==> config.mk <==
export PLATFORM = sky130hd
export DESIGN_NAME = timer_core
export DESIGN_NICKNAME = d
export VERILOG_FILES = /design/src/rtl/timer_core.sv
export SDC_FILE = /design/constraint.sdc
export NUM_CORES = 1
export LEC_CHECK = 0
export BUFFER_PORTS_ARGS = -buffer_cell sky130_fd_sc_hd__buf_2
export CORE_AREA = 4 4 107 109
export DETAILED_ROUTE_END_ITERATION = 12
export DIE_AREA = 0 0 111 113
export GPL_TIMING_DRIVEN = 1
export PLACE_DENSITY = 0.78
export SETUP_SLACK_MARGIN = 0.02
export SLEW_MARGIN = 20
export SYNTH_ARGS = -nofsm -noshare
export SYNTH_HDL_FRONTEND = slang
export SYNTH_SLANG_ARGS = --single-unit
==> constraint.sdc <==
create_clock -name clk -period 10.7 [get_ports clk]
set_input_delay 1.07 -clock clk [delete_from_list [all_inputs] [get_ports clk]]
set_output_delay 1.07 -clock clk [all_outputs]
set_load 0.05 [all_outputs]
==> src/rtl/timer_core.sv <==
// Programmable down-counting timer with one-shot, periodic and PWM modes.
// Prescaled tick, registered outputs, synchronous active-high reset.
`timescale 1ns/1ps
module timer_core #(
  parameter int unsigned CNT_W = 32,
  parameter int unsigned PRE_W = 16
) (
  input  logic             clk,
  input  logic             rst,
  input  logic [1:0]       mode,
  input  logic [PRE_W-1:0] prescaler,
  input  logic [CNT_W-1:0] reload_val,
  input  logic [CNT_W-1:0] compare_val,
  input  logic             start,
  output logic             timeout,
  output logic             pwm_out,
  output logic [CNT_W-1:0] current_count
);

  localparam logic [1:0] MODE_ONESHOT = 2'd0;
  localparam logic [1:0] MODE_PWM     = 2'd2;
  localparam logic [1:0] MODE_RSVD    = 2'd3;

  typedef enum logic [1:0] {
    S_IDLE = 2'd0,
    S_RUN  = 2'd1,
    S_DONE = 2'd2
  } state_e;

  state_e           state_q, state_d;
  logic [CNT_W-1:0] cnt_q, cnt_d;
  logic [PRE_W-1:0] pre_q, pre_d;
  logic [PRE_W-1:0] psc_q, psc_d;
  logic [1:0]       mode_q, mode_d;
  logic             to_q, to_d;
  logic             pwm_q, pwm_d;

  always_ff @(posedge clk) begin
    if (rst) begin
      state_q <= S_IDLE;
      cnt_q   <= '0;
      pre_q   <= '0;
      psc_q   <= '0;
      mode_q  <= MODE_ONESHOT;
      to_q    <= 1'b0;
      pwm_q   <= 1'b0;
    end else begin
      state_q <= state_d;
      cnt_q   <= cnt_d;
      pre_q   <= pre_d;
      psc_q   <= psc_d;
      mode_q  <= mode_d;
      to_q    <= to_d;
      pwm_q   <= pwm_d;
    end
  end

  // Next-state: start/stop control, prescaled tick, expiry and reload.
  always_comb begin
    state_d = state_q;
    cnt_d   = cnt_q;
    pre_d   = pre_q;
    psc_d   = psc_q;
    mode_d  = mode_q;
    to_d    = 1'b0;
    pwm_d   = 1'b0;
    case (state_q)
      S_IDLE: begin
        if (start && (mode != MODE_RSVD)) begin
          state_d = S_RUN;
          mode_d  = mode;
          psc_d   = prescaler;
          cnt_d   = reload_val;
          pre_d   = '0;
        end
      end
      S_RUN: begin
        // Stopping freezes count and prescaler and beats a coincident expiry.
        if (!start) begin
          state_d = S_IDLE;
        end else if (pre_q == psc_q) begin
          pre_d = '0;
          if (cnt_q != '0) begin
            cnt_d = cnt_q - CNT_W'(1);
          end else begin
            to_d = 1'b1;
            if (mode_q == MODE_ONESHOT) begin
              state_d = S_DONE;
            end else begin
              cnt_d = reload_val;
            end
          end
        end else begin
          pre_d = pre_q + PRE_W'(1);
        end
      end
      S_DONE: begin
        if (!start) begin
          state_d = S_IDLE;
        end
      end
      default: state_d = S_IDLE;
    endcase
    pwm_d = (state_d == S_RUN) && (mode_d == MODE_PWM) && (cnt_d < compare_val);
  end

  assign timeout       = to_q;
  assign pwm_out       = pwm_q;
  assign current_count = cnt_q;

endmodule

; ---- After elaboration in Yosys (flattened, before gate mapping)
; Cells that the tools add are included.
[op_classes]
add_sub_neg = 2
mul = 0
div_mod_pow = 0
magnitude_cmp = 1
n_eq_ne = 8
shift = 0
n_mux = 20
n_bitwise = 3
n_reduce_logical = 10
[op_table]
columns = cell, n
row1 = $mux W32, 5
row2 = $pmux W32 S2, 1
row3 = $mux W16, 3
row4 = $lt A32 B32 Y1, 1
row5 = $pmux W16 S2, 1
row6 = $reduce_bool A32 Y1, 1
row7 = $sub A32 B1 Y32 const B, 1
row8 = $add A16 B1 Y16 const B, 1
row9 = $eq A16 B16 Y1, 1
row10 = $mux W2, 8
row11 = $ne A2 B2 Y1 const B, 3
row12 = $pmux W2 S3, 1
row13 = $eq A2 B1 Y1 const B, 2
row14 = $eq A2 B2 Y1 const B, 2
row15 = $logic_not A2 Y1, 2
row16 = $reduce_or A4 Y1, 1
row17 = $logic_and A1 B1 Y1, 3
row18 = $not A1 Y1, 3
row19 = $reduce_and A3 Y1, 1
row20 = $reduce_and A2 Y1, 1
row21 = $reduce_bool A2 Y1, 1
row22 = $mux W1, 1
[word_totals]
regBits = 70
latch_bits = 0
ram_bits = 0
rom_bits = 0
out_inout_bits = 34
memories = 0

; ---- Longest topological paths before layout
; Gate-level depths: netlist of run 1.
[logic_depth]
ltp_word = 9
mapped_depth = 19
mapped_depth_nobuf = 17

; ---- Worst setup path before layout of run 1
; No wires, ideal clock.
[synth_timing]
path_type = reg2reg
start = register cnt_q[0], in the netlist current_count[0]
end = register pwm_q, in the netlist pwm_out
setup_time_ns = 0.092
t_arrival_ns = 3.804
required_ns = 10.608
path_slack_ns = 6.804
path_stages_with_launch = 18
synth_period_minus_slack_ns = 3.896
path_cell_list = dfxtp_1 > inv_1 > ha_1 > nor4b_1 > and4_1 > buf_2 > nand4_2 > buf_2 > o22ai_1 > a31oi_1 > or3_1 > ha_1 > nand4_1 > nor2_1 > a221oi_1 > o211ai_1 > or3_1 > nor4_1
[synth_via]
elab_cells_between_ends = 16
classes_between = 1 x add/sub / 1 x order compare / 1 x eq/ne / 10 x mux / 3 x reduce/logical
[synth_lines]
columns = element, line_no
row1 = start: declaration, 31  ; logic [CNT_W-1:0] cnt_q, cnt_d;
row2 = start signal: assignment, 49  ; cnt_q <= cnt_d;
row3 = $sub A32 B1 Y32 / $reduce_bool A32 Y1 (equally long branches), "84, 83"
row4 = $mux W32 (*), 83  ; if (cnt_q != '0) begin
row5 = $mux W32 (*), 81  ; end else if (pre_q == psc_q) begin
row6 = $mux W32 (*), 79  ; if (!start) begin
row7 = $pmux W32 S2 (*), 67  ; case (state_q)
row8 = net cnt_d[27], 31
row9 = $lt A32 B32 Y1 (*), 104  ; pwm_d = (state_d == S_RUN) && (mode_d == MODE_PWM) && (cnt_d < compare_val);
row10 = $logic_and A1 B1 Y1 (*), 104
row11 = end signal: assignment, 54  ; pwm_q <= pwm_d;
row12 = end: declaration, 36  ; logic pwm_q, pwm_d;
; Mark *: on every way through the listed nets, which the timed path passes. The rest lies on a longest branch.
; A chain may end at the register's enable or synchronous reset.

; ---- Final worst setup path of run 1
; Ends and elaborated chain as after synthesis.

==> results of run 1 <==
[power by group through the flow]
| stage | logic, W | registers [W] | clock network, W |
|---|---|---|---|
| 3_5_place_dp | 0.000250 | 0.000299 | 0 |
| 4_1_cts | 0.000251 | 0.000293 | 0.000231 |
| 5_1_grt | 0.000280 | 0.000296 | 0.000240 |
| 3_3_place_gp | 0.000248 | 0.000299 | 0 |
| 2_1_floorplan | 0.000156 | 0.000322 | 0 |
| 6_report | 0.000258 | 0.000294 | 0.000229 |
[worst paths after layout]
check                                                  from  slack [ns]  cells after the start               endpoint
worst max-delay path            current_count[0]$_SDFF_PP0_        5.66                     15     pwm_out$_SDFF_PP0_
worst min-delay path                  psc_q[2]$_SDFFE_PP0P_        0.47                      2  psc_q[2]$_SDFFE_PP0P_
worst max register to register  current_count[0]$_SDFF_PP0_        5.66                     15     pwm_out$_SDFF_PP0_
worst min register to register        psc_q[2]$_SDFFE_PP0P_        0.47                      2  psc_q[2]$_SDFFE_PP0P_
[metal layers]
layer	global-route usage [%]	wire length, µm
met1	39.8	7660
met4	12.2	785
met2	45.1	8050
met3	7.17	2300
met5	0	0
[cells by family after synthesis]
family | Yosys count | synth area share (%)
compound gates | 225 | 26.2
mux | 3 | 0.561
simple gates | 292 | 27.0
xor+xnor | 32 | 5.03
fa+ha+maj | 33 | 7.41
flops | 70 | 25.2
buf+inv | 93 | 8.69
[state kept, by name, indices dropped and copies added, names as in the netlist]
register,flops
state_q,2
pre_q,16
timeout,1
pwm_out,1
current_count,32
psc_q,16
mode_q,2
[worst register-to-register path, delay by kind of cell, from the launching register on]
kind,cells,cell delay [ns]
AO/OA/AOI/OAI,4,0.98
adder cells (fa/ha/maj),2,0.51
buffers and inverters,1,0.12
flip-flops,1,0.40
AND/OR/NAND/NOR,8,2.93
[final cells by class]
cell class / count / area (µm²) / area share, %
multi-input cells: 585 / 3690 / 58.6
repair buffers: 126 / 651 / 10.3
well taps: 140 / 175 / 2.78
flip-flops and latches: 70 / 1400 / 22.2
inverters: 49 / 184 / 2.92
clock inverters: 7 / 77.6 / 1.23
clock buffers: 9 / 124 / 1.96
[cell usage after synthesis (3+ instances only)]
library cell,count,share of area [%]
sky130_fd_sc_hd__o32ai_1,3,0.47
sky130_fd_sc_hd__inv_1,49,3.3
sky130_fd_sc_hd__nand3_1,26,2.3
sky130_fd_sc_hd__and2_1,15,1.7
sky130_fd_sc_hd__or3_1,8,0.90
sky130_fd_sc_hd__a22oi_1,12,1.6
sky130_fd_sc_hd__clkbuf_8,10,2.5
sky130_fd_sc_hd__a21oi_1,74,6.6
sky130_fd_sc_hd__nor3_2,3,0.54
sky130_fd_sc_hd__a21o_1,11,1.5
sky130_fd_sc_hd__and3_1,3,0.34
sky130_fd_sc_hd__xnor2_1,9,1.4
sky130_fd_sc_hd__nand2b_1,4,0.45
sky130_fd_sc_hd__nor4_1,16,1.8
sky130_fd_sc_hd__clkbuf_1,22,1.5
sky130_fd_sc_hd__o31ai_1,9,1.2
sky130_fd_sc_hd__dfxtp_1,70,25
sky130_fd_sc_hd__and4_1,4,0.63
sky130_fd_sc_hd__o21ai_0,35,3.1
sky130_fd_sc_hd__buf_6,3,0.61
sky130_fd_sc_hd__o22ai_1,12,1.3
sky130_fd_sc_hd__o31a_1,4,0.63
sky130_fd_sc_hd__nor3_1,22,2.0
sky130_fd_sc_hd__o211ai_1,5,0.67
sky130_fd_sc_hd__o221ai_1,4,0.63
sky130_fd_sc_hd__nand2_1,79,5.3
sky130_fd_sc_hd__a211oi_1,9,1.2
sky130_fd_sc_hd__a31oi_1,14,1.6
sky130_fd_sc_hd__ha_1,33,7.4
sky130_fd_sc_hd__nand4_1,21,2.4
sky130_fd_sc_hd__xor2_1,23,3.6
sky130_fd_sc_hd__buf_2,7,0.63
sky130_fd_sc_hd__or4_1,4,0.54
sky130_fd_sc_hd__nor2_1,67,4.5
[per-stage QoR]
| stage | util [%] | instance area, µm² | instances | hold slack [ns] |
|---|---|---|---|---|
| after floorplan | - | 5570 | 748 | 0.448 |
| after global placement | 57.6 | 6100 | 970 | 0.456 |
| after detailed placement | 57.6 | 6100 | 970 | 0.461 |
| after CTS | 59.5 | 6300 | 986 | 0.473 |
| after global routing | 59.5 | 6300 | 986 | 0.493 |
| final | 59.5 | 6300 | 986 | 0.471 |
==> results.cfg, run 1 <==
[run_status]
run_status = finished clean

[clock_tree]
cts_tree = built
holdBufCountCts = 0
number_of_h_tree_branching_levels = 3
clock_path_buffers = 2
ctsRootBufferMaster = sky130_fd_sc_hd__clkbuf_8
cts_setup_buffers = 0
cts_made_buffers = 9
postCtsResizedCells = 0
worst_skew_pair.late_latency_ns = 0.36
clkSinkCount = 70
cts.reportedPaths.clkPinSlew_ns = 0.09

[timing]
max_clock_freq_mhz = 198
finalSetupViolCount = 0
maxSlewViolCount = 0
final_setup_margin_ns = 5.66
timing.setup.tns_ns = 0
worst_pin_slew_ns = 1.15
final_period_minus_worst_setup_slack_ns = 5.04
slew-limit-headroom_pct = 23.4
finalHoldViolCount = 0
unrepaired_setup_endpoints_after_global_routing = no
timing.clock.skew_ns = 0.0129
fin_crit_sh_pct = 47.1

[cells_and_area]
final.fill_count = 1041
post_route_cells_drive_above_1_share_pct = 19.6
most_frequent_cells_in_the_layout = sky130_fd_sc_hd__buf_2 (118), sky130_fd_sc_hd__nand2_1 (79), sky130_fd_sc_hd__a21oi_1 (74), sky130_fd_sc_hd__dfxtp_1 (70), sky130_fd_sc_hd__nor2_1 (67)
synthToLayoutAreaGrowth_pct = 13.2
nets = 959
most_common_library_cell_in_the_layout_ignoring_fill_and_taps = sky130_fd_sc_hd__buf_2
diodes = 0

[placement]
place_ws_ns = 5.68
buffer_ports.inserted = 118
gp_routability_congestion = 0.980
place_hpwl_mm = 13.5

[global_route]
number_of_antenna_violations_at_the_first_check_in_global_routing = 0
grt_pass1_wl_mm = 30.0
vias_in_the_first_global_route = 5834
global_route.overflow_total = 0
grt_start_max_net_pins = 37
total_routing_resource_utilization_after_global_routing_pct = 29.4

[pwr]
power_per_cell_area_nw_per_um2 = 124
seq_power_share_pct = 37.7
combinationalPowerShare_pct = 33.0
net-switching-power_w = 0.000310
power_report.internal_total_w = 0.000471
leakage_power_total_nw = 2.77
pwr-share-clk_pct = 29.3
power_w = 0.000780
switching_share_pct = 39.7
vdd_drop_max_uv = 69.1

[logic_synthesis]
ys_warn_count = 0
number_of_synthesized_flops_with_an_enable_pin = 0
synthesis.area_um2 = 5570
ys_types = 78
avgSynthCellArea_um2 = 7.45
yosys_register_bits = 70
synth_fp_nets = 866
synth.yosys.seq_area_share_pct = 25.2
asyncSetResetFlopFracSynth_pct = 0
synthesis.instances = 748
dominantRegCellSynth = sky130_fd_sc_hd__dfxtp_1

[detailed_routing]
drc = 0
postRouteWirelength_mm = 18.8
route.detailed.wl_per_inst_um = 19.1
routed_via_density = 6.38
detail-route-antenna-nets = 0
first_iter_violations = 661
vias = 6286
detail_route.first_pass.iterations = 5

[floorplanning]
num_rows = 38
io_pins = 119
die_h_um = 113
fp.dieArea_um2 = 12500
starting_density_pct = 52.5
chipWidth_um = 111
coreArea_um2 = 10600

[flow_run]
maximum_capacitance_violations = 0

[critical_path]
endpoint_kind = flop
critical-path-slowest-cell = sky130_fd_sc_hd__nor4b_1
crit_path_cell_trace = inv_1 -> ha_1 -> nor4b_1 -> and4_1 -> nand4_2 -> o22ai_1 -> a31oi_1 -> or3_1 -> ha_1 -> nand4_1 -> nor2_1 -> a221oi_1 -> o211ai_1 -> or3_1 -> nor4_1
timing_worst_setup_path_type = reg -> reg
cp_data_required_time_ns = 10.97
path_max_fanout = 22
element_type_at_the_critical_path_start = flop
timing.critical_path.buf_inv = 1
timing.critical_path.slowest_cell_delay_ns = 0.67
cpLargestDelayFamily = simple AND/OR/NAND/NOR gates
crit_arrival_ns = 5.31

[worst_hold_path]
class_of_the_most_critical_hold_timing_path = reg -> reg
Power figures use the tool's default switching activity.
==> run 2, diff against run 1 <==
--- a/config.mk
+++ b/config.mk
@@ -5,12 +5,13 @@
 export SDC_FILE = /design/constraint.sdc
 export NUM_CORES = 1
 export LEC_CHECK = 0
+export ABC_AREA = 1
 export BUFFER_PORTS_ARGS = -buffer_cell sky130_fd_sc_hd__buf_2
-export CORE_AREA = 4 4 107 109
+export CORE_AREA = 4 4 110 112
 export DETAILED_ROUTE_END_ITERATION = 12
-export DIE_AREA = 0 0 111 113
+export DIE_AREA = 0 0 114 116
 export GPL_TIMING_DRIVEN = 1
-export PLACE_DENSITY = 0.78
+export PLACE_DENSITY = 0.76
 export SETUP_SLACK_MARGIN = 0.02
 export SLEW_MARGIN = 20
 export SYNTH_ARGS = -nofsm -noshare
==> constraint.sdc (replaced) <==
create_clock -name clk -period 4.3 [get_ports clk]
set_input_delay 0.43 -clock clk [delete_from_list [all_inputs] [get_ports clk]]
set_output_delay 0.43 -clock clk [all_outputs]
set_load 0.05 [all_outputs]
==> results.cfg, run 2 <==
[cells_and_area]
most_frequent_cells_in_the_layout = sky130_fd_sc_hd__nand2_1 (172), sky130_fd_sc_hd__nor2_1 (119), sky130_fd_sc_hd__buf_2 (118), sky130_fd_sc_hd__inv_1 (98), sky130_fd_sc_hd__dfxtp_1 (70)
multi_input_area_um2 = 3470
most_common_library_cell_in_the_layout_ignoring_fill_and_taps = sky130_fd_sc_hd__nand2_1
fin_cells = 1096
final.fill_count = 1135
number_of_flip_flops_in_the_largest_register = 32
diodes = 0
post_route_cells_drive_above_1_share_pct = 22.0
synthToLayoutAreaGrowth_pct = 18.4
regArea_um2 = 1400
finish.instance_area_um2 = 6460
nets = 1066

[floorplanning]
die_h_um = 116
io_pins = 119
coreArea_um2 = 11200
num_rows = 39
chipWidth_um = 114
fp.dieArea_um2 = 13200
starting_density_pct = 48.7

[timing]
finalSetupViolCount = 0
max_clock_freq_mhz = 264
unrepaired_setup_endpoints_after_global_routing = no
worst_pin_slew_ns = 0.588
finalHoldViolCount = 0
final_period_minus_worst_setup_slack_ns = 3.79
final_setup_margin_ns = 0.512
fin_crit_sh_pct = 88.1
maxSlewViolCount = 0
timing.setup.tns_ns = 0
timing.clock.skew_ns = 0.00660
slew-limit-headroom_pct = 60.8

[detailed_routing]
drc = 0
detail_route.first_pass.iterations = 5
route.detailed.wl_per_inst_um = 14.7
postRouteWirelength_mm = 16.1
detail-route-antenna-nets = 0
routed_via_density = 5.45
first_iter_violations = 452
vias = 5976

[global_route]
total_routing_resource_utilization_after_global_routing_pct = 24.8
grt_pass1_wl_mm = 26.2
vias_in_the_first_global_route = 5441
number_of_antenna_violations_at_the_first_check_in_global_routing = 0
grt_start_max_net_pins = 45
global_route.overflow_total = 0

[run_status]
run_status = finished clean

[critical_path]
rr_startpoint = current_count[0]$_SDFF_PP0_
element_type_at_the_critical_path_start = flop
timing.critical_path.to = pwm_out$_SDFF_PP0_
endpoint_kind = flop
cp_data_required_time_ns = 4.59
critical-path-slowest-cell = sky130_fd_sc_hd__a2111oi_0
reg2regPathDepth = 19
timing_worst_setup_path_type = reg -> reg
crit_arrival_ns = 4.07
crit_path_cell_trace = inv_2 -> ha_1 -> nand3_1 -> nor2_1 -> nand4_4 -> or2_1 -> o21ai_1 -> nor2_1 -> nand2_1 -> nand2_1 -> inv_2 -> nor2_1 -> ha_1 -> a21oi_1 -> nor3_1 -> a2111oi_0 -> nand3_1 -> or3_1 -> a21oi_1
r2r_end = pwm_out$_SDFF_PP0_
path_max_fanout = 9
crit_path_start = current_count[0]$_SDFF_PP0_
r2r_setup_slack_ns = 0.51
crit_path_frequent_cell = sky130_fd_sc_hd__nor2_1
timing.critical_path.slowest_cell_delay_ns = 0.44

[logic_synthesis]
dominantRegCellSynth = sky130_fd_sc_hd__dfxtp_1
number_of_synthesized_flops_with_an_enable_pin = 0
synthesis.area_um2 = 5460
synthesis.instances = 838
yosys_register_bits = 70
synth_top_area_share_pct = 25.7
synth_fp_nets = 956
yosys-top-cells-count = sky130_fd_sc_hd__nand2_1 (172), sky130_fd_sc_hd__nor2_1 (119), sky130_fd_sc_hd__inv_1 (98)
ys_top_cells_by_area = sky130_fd_sc_hd__dfxtp_1 (26%), sky130_fd_sc_hd__nand2_1 (12%), sky130_fd_sc_hd__nor2_1 (8.2%), sky130_fd_sc_hd__ha_1 (7.6%), sky130_fd_sc_hd__inv_1 (6.7%)
yosysMostFrequentCell = sky130_fd_sc_hd__nand2_1
synth.yosys.seq_area_share_pct = 25.7
ys_warn_count = 0
asyncSetResetFlopFracSynth_pct = 0
synthDominantAreaCellType = sky130_fd_sc_hd__dfxtp_1
avgSynthCellArea_um2 = 6.52
ys_types = 52

[placement]
place_ws_ns = 0.497
buffer_ports.inserted = 118
place_hpwl_mm = 12.3
placed_cell_area_um2 = 6160
gp_routability_congestion = 0.927
place.detailed.instances = 1077

[pwr]
switching_share_pct = 39.6
power_report.internal_total_w = 0.00135
combinationalPowerShare_pct = 33.7
power_w = 0.00223
seq_power_share_pct = 34.0
leakage_power_total_nw = 2.97
pwr-share-clk_pct = 32.3
vdd_drop_max_uv = 246
power_per_cell_area_nw_per_um2 = 345
net-switching-power_w = 0.000884

[clock_tree]
holdBufCountCts = 0
clock_path_buffers = 2
number_of_h_tree_branching_levels = 3
clkSinkCount = 70
ctsRootBufferMaster = sky130_fd_sc_hd__clkbuf_16
worst_skew_pair.late_latency_ns = 0.35
cts_tree = built
cts.reportedPaths.clkPinSlew_ns = 0.06
cts_made_buffers = 9

[flow_run]
maximum_capacitance_violations = 0

[worst_hold_path]
class_of_the_most_critical_hold_timing_path = in -> reg
## run 2: cell types whose count changed after synthesis, sizes merged, moves of 11 or more
| cell | previous run | this run |
|---|---|---|
| nor2 | 67 | 137 |
| a21o | 11 | 0 |
| a211oi | 9 | 30 |
| a22oi | 12 | 1 |
| a31oi | 14 | 1 |
| o21ai | 35 | 54 |
| o22ai | 12 | 25 |
| inv | 49 | 119 |
| nor4 | 18 | 5 |
| xor2 | 23 | 2 |
| and2 | 15 | 1 |
| nand2 | 79 | 178 |
| nand4 | 22 | 8 |
| clkbuf | 32 | 19 |
## run 2: worst min-delay path by stage
stage,startpoint,end,depth (start not counted)
floorplan,psc_q[0]$_SDFFE_PP0P_,psc_q[0]$_SDFFE_PP0P_,2
global placement,psc_q[11]$_SDFFE_PP0P_,psc_q[11]$_SDFFE_PP0P_,2
detailed placement,psc_q[10]$_SDFFE_PP0P_,psc_q[10]$_SDFFE_PP0P_,2
CTS,prescaler[13],psc_q[13]$_SDFFE_PP0P_,3
global route,prescaler[2],psc_q[2]$_SDFFE_PP0P_,3
finish,prescaler[13],psc_q[13]$_SDFFE_PP0P_,3
## run 2: routing by layer
metal  up-vias  part of all wire (%)  global-route usage [%]
li1       3023                     -                       -
met1      2688                    44                    32.1
met2       234                    46                    40.6
met3        31                   7.5                    5.85
met4         0                   2.5                    9.11
met5         -                     0                       0
## run 2: area by class of cell
| class | instances | share of cell area, % |
|---|---|---|
| multi-input combinational | 618 | 53.7 |
| clock inverter | 6 | 0.716 |
| clock buffer | 10 | 3.70 |
| inverter | 120 | 7.04 |
| tap | 143 | 2.77 |
| sequential | 70 | 21.7 |
| timing repair buffer | 129 | 10.4 |
## run 2: kinds of logic after synthesis
family,after synthesis,share of synthesized area [%]
adders and majority gates,33,7.56
xor gates and xnor gates,5,0.802
and+or+nand+nor,379,32.9
AOI/OAI and AO/OA,199,22.0
muxes,2,0.367
buffers and inverters,150,10.8
DFF,70,25.7
## run 2: per-stage QoR
step	hold WS [ns]	utilization (%)
detailed placement	0.470	54.9
CTS	0.338	57.4
global placement	0.467	54.9
floorplan	0.454	-
global route	0.356	57.6
finish	0.342	57.6
## run 2: timing repair
action / 4_1_cts / 5_1_grt
gates resized for setup: 0 / 0
setup endpoints to repair: 0 / 1
setup buffers: 0 / 3
## run 2: critical path, delay by kind of cell (launching register included)
| kind | cells | cell delay, ns |
|---|---|---|
| compound gates | 4 | 0.84 |
| fa+ha+maj | 2 | 0.47 |
| buf+inv | 2 | 0.16 |
| flops | 1 | 0.33 |
| simple gates | 11 | 1.93 |
## run 2: power by group through the flow
| stage | clock [W] | sequential, W | combinational (W) |
|---|---|---|---|
| floorplan | 0 | 0.000867 | 0.000447 |
| global placement | 0 | 0.000771 | 0.000736 |
| detailed placement | 0 | 0.000772 | 0.000744 |
| CTS | 0.000731 | 0.000758 | 0.000750 |
| global route | 0.000760 | 0.000769 | 0.000839 |
| finish | 0.000720 | 0.000760 | 0.000752 |
==> run 3, diff against run 2 <==
--- a/config.mk
+++ b/config.mk
@@ -7,11 +7,11 @@
 export LEC_CHECK = 0
 export ABC_AREA = 1
 export BUFFER_PORTS_ARGS = -buffer_cell sky130_fd_sc_hd__buf_2
-export CORE_AREA = 4 4 110 112
+export CORE_AREA = 4 4 106 108
 export DETAILED_ROUTE_END_ITERATION = 12
-export DIE_AREA = 0 0 114 116
+export DIE_AREA = 0 0 110 112
 export GPL_TIMING_DRIVEN = 1
-export PLACE_DENSITY = 0.76
+export PLACE_DENSITY = 0.78
 export SETUP_SLACK_MARGIN = 0.02
 export SLEW_MARGIN = 20
 export SYNTH_ARGS = -nofsm -noshare
==> constraint.sdc (replaced) <==
create_clock -name clk -period 4 [get_ports clk]
set_input_delay 0.4 -clock clk [delete_from_list [all_inputs] [get_ports clk]]
set_output_delay 0.4 -clock clk [all_outputs]
set_load 0.05 [all_outputs]
==> results.cfg, run 3 (synthesis gave the netlist of run 2 again) <==
[clock_tree]
ctsRootBufferMaster = sky130_fd_sc_hd__clkbuf_8
cts_made_buffers = 9
clkSinkCount = 70
cts.reportedPaths.clkPinSlew_ns = 0.10
clock_path_buffers = 2
cts_tree = built
holdBufCountCts = 0
worst_skew_pair.late_latency_ns = 0.36
number_of_h_tree_branching_levels = 3

[floorplanning]
io_pins = 119
num_rows = 37
fp.dieArea_um2 = 12300
die_h_um = 112
coreArea_um2 = 10200
chipWidth_um = 110
starting_density_pct = 53.4

[critical_path]
crit_arrival_ns = 4.01
timing.critical_path.buf_inv = 1
cp_data_required_time_ns = 4.30
element_type_at_the_critical_path_start = flop
endpoint_kind = flop
critical-path-slowest-cell = sky130_fd_sc_hd__dfxtp_1
timing.critical_path.slowest_cell_delay_ns = 0.38
cpLargestDelayFamily = simple AND/OR/NAND/NOR gates
timing_worst_setup_path_type = reg -> reg
crit_path_cell_trace = nor2_1 -> nand2_1 -> nor4_4 -> nand4_4 -> or2_1 -> o21ai_1 -> nor2_1 -> nand2_1 -> nand2_1 -> inv_2 -> nor2_1 -> ha_1 -> a21oi_1 -> nor3_1 -> a2111oi_1 -> nand3_1 -> or3_1 -> a21oi_1
path_max_fanout = 9

[cells_and_area]
synthToLayoutAreaGrowth_pct = 17.0
most_common_library_cell_in_the_layout_ignoring_fill_and_taps = sky130_fd_sc_hd__nand2_1
nets = 1068
final.fill_count = 1020
post_route_cells_drive_above_1_share_pct = 22.5
number_of_flip_flops_in_the_largest_register = 32
post_layout_util_pct = 62.4
most_frequent_cells_in_the_layout = sky130_fd_sc_hd__nand2_1 (171), sky130_fd_sc_hd__nor2_1 (118), sky130_fd_sc_hd__buf_2 (118), sky130_fd_sc_hd__inv_1 (98), sky130_fd_sc_hd__dfxtp_1 (70)
diodes = 0

[placement]
place_hpwl_mm = 11.8
gp_routability_congestion = 0.934
buffer_ports.inserted = 118

[detailed_routing]
detail_route.first_pass.iterations = 5
vias = 5870
route.detailed.wl_per_inst_um = 14.1
first_iter_violations = 409
postRouteWirelength_mm = 15.4
drc = 0
routed_via_density = 5.38
detail-route-antenna-nets = 0

[flow_run]
maximum_capacitance_violations = 0

[run_status]
run_status = finished clean

[pwr]
power_w = 0.00219
power_per_cell_area_nw_per_um2 = 343
vdd_drop_max_uv = 234
leakage_power_total_nw = 2.93

[global_route]
number_of_antenna_violations_at_the_first_check_in_global_routing = 0
grt_pass1_wl_mm = 25.4
grt_start_max_net_pins = 36
total_routing_resource_utilization_after_global_routing_pct = 25.4
vias_in_the_first_global_route = 5380
global_route.overflow_total = 0

[timing]
timing.clock.skew_ns = 0.0144
fin_hold_ws_ns = 0.307
unrepaired_setup_endpoints_after_global_routing = no
final_period_minus_worst_setup_slack_ns = 3.71
worst_pin_slew_ns = 0.713
finalSetupViolCount = 0
slew-limit-headroom_pct = 52.3
fin_crit_sh_pct = 92.6
max_clock_freq_mhz = 270
finalHoldViolCount = 0
maxSlewViolCount = 0
timing.setup.tns_ns = 0

[worst_hold_path]
class_of_the_most_critical_hold_timing_path = in -> reg
## run 3: routing by layer
| layer | vias up | track usage, % | routed length [µm] |
|---|---|---|---|
| met3 | 32 | 5.04 | 972 |
| li1 | 3037 | - | - |
| met2 | 209 | 41.0 | 7190 |
| met1 | 2592 | 33.6 | 6790 |
| met5 | - | 0 | 0 |
| met4 | 0 | 8.06 | 408 |
## run 3: layout make-up
| type | count | area, µm² | share of cell area, % |
|---|---|---|---|
| Sequential cell | 70 | 1400 | 21.9 |
| Tap cell | 136 | 170 | 2.66 |
| Inverter | 120 | 458 | 7.17 |
| Timing Repair Buffer | 131 | 688 | 10.8 |
| Clock buffer | 9 | 124 | 1.94 |
| Clock inverter | 7 | 63.8 | 0.999 |
| Multi-Input combinational cell | 618 | 3480 | 54.5 |
## run 3: power by group
group	leakage, nW	internal, W	switching, W
Clock	0.0903	0.000239	0.000331
Combinational	2.27	0.000264	0.000544
Sequential	0.575	0.000748	0.0000639
Total	2.93	0.00125	0.000938
## run 3: worst register-to-register path: cells and delay by family (launching register included)
kind                     cells  cell delay, ns
AND/OR/NAND/NOR             12            2.13
AO/OA/AOI/OAI                4            0.79
flip-flops                   1            0.38
adder cells (fa/ha/maj)      1            0.29
buffers and inverters        1            0.06
## run 3: what timing repair did
item	4_1_cts	5_1_grt
gates resized for setup	0	6
endpoints found under the setup margin	0	1
setup buffers	0	0
## run 3: final timing paths
| kind | from | endpoint | slack [ns] | cells after the start |
|---|---|---|---|---|
| max | current_count[22]$_SDFF_PP0_ | pwm_out$_SDFF_PP0_ | 0.29 | 18 |
| min | prescaler[15] | psc_q[15]$_SDFFE_PP0P_ | 0.31 | 3 |
| max reg2reg | current_count[22]$_SDFF_PP0_ | pwm_out$_SDFF_PP0_ | 0.29 | 18 |
| min reg2reg | psc_q[12]$_SDFFE_PP0P_ | psc_q[12]$_SDFFE_PP0P_ | 0.48 | 2 |
## run 3: metrics by stage
step                cells  worst slack (ns)  area (µm²)
floorplan             838             0.650        5460
global placement     1075             0.384        6190
detailed placement   1075             0.276        6190
CTS                  1091             0.225        6370
global route         1091           0.00685        6390
finish               1091             0.295        6390
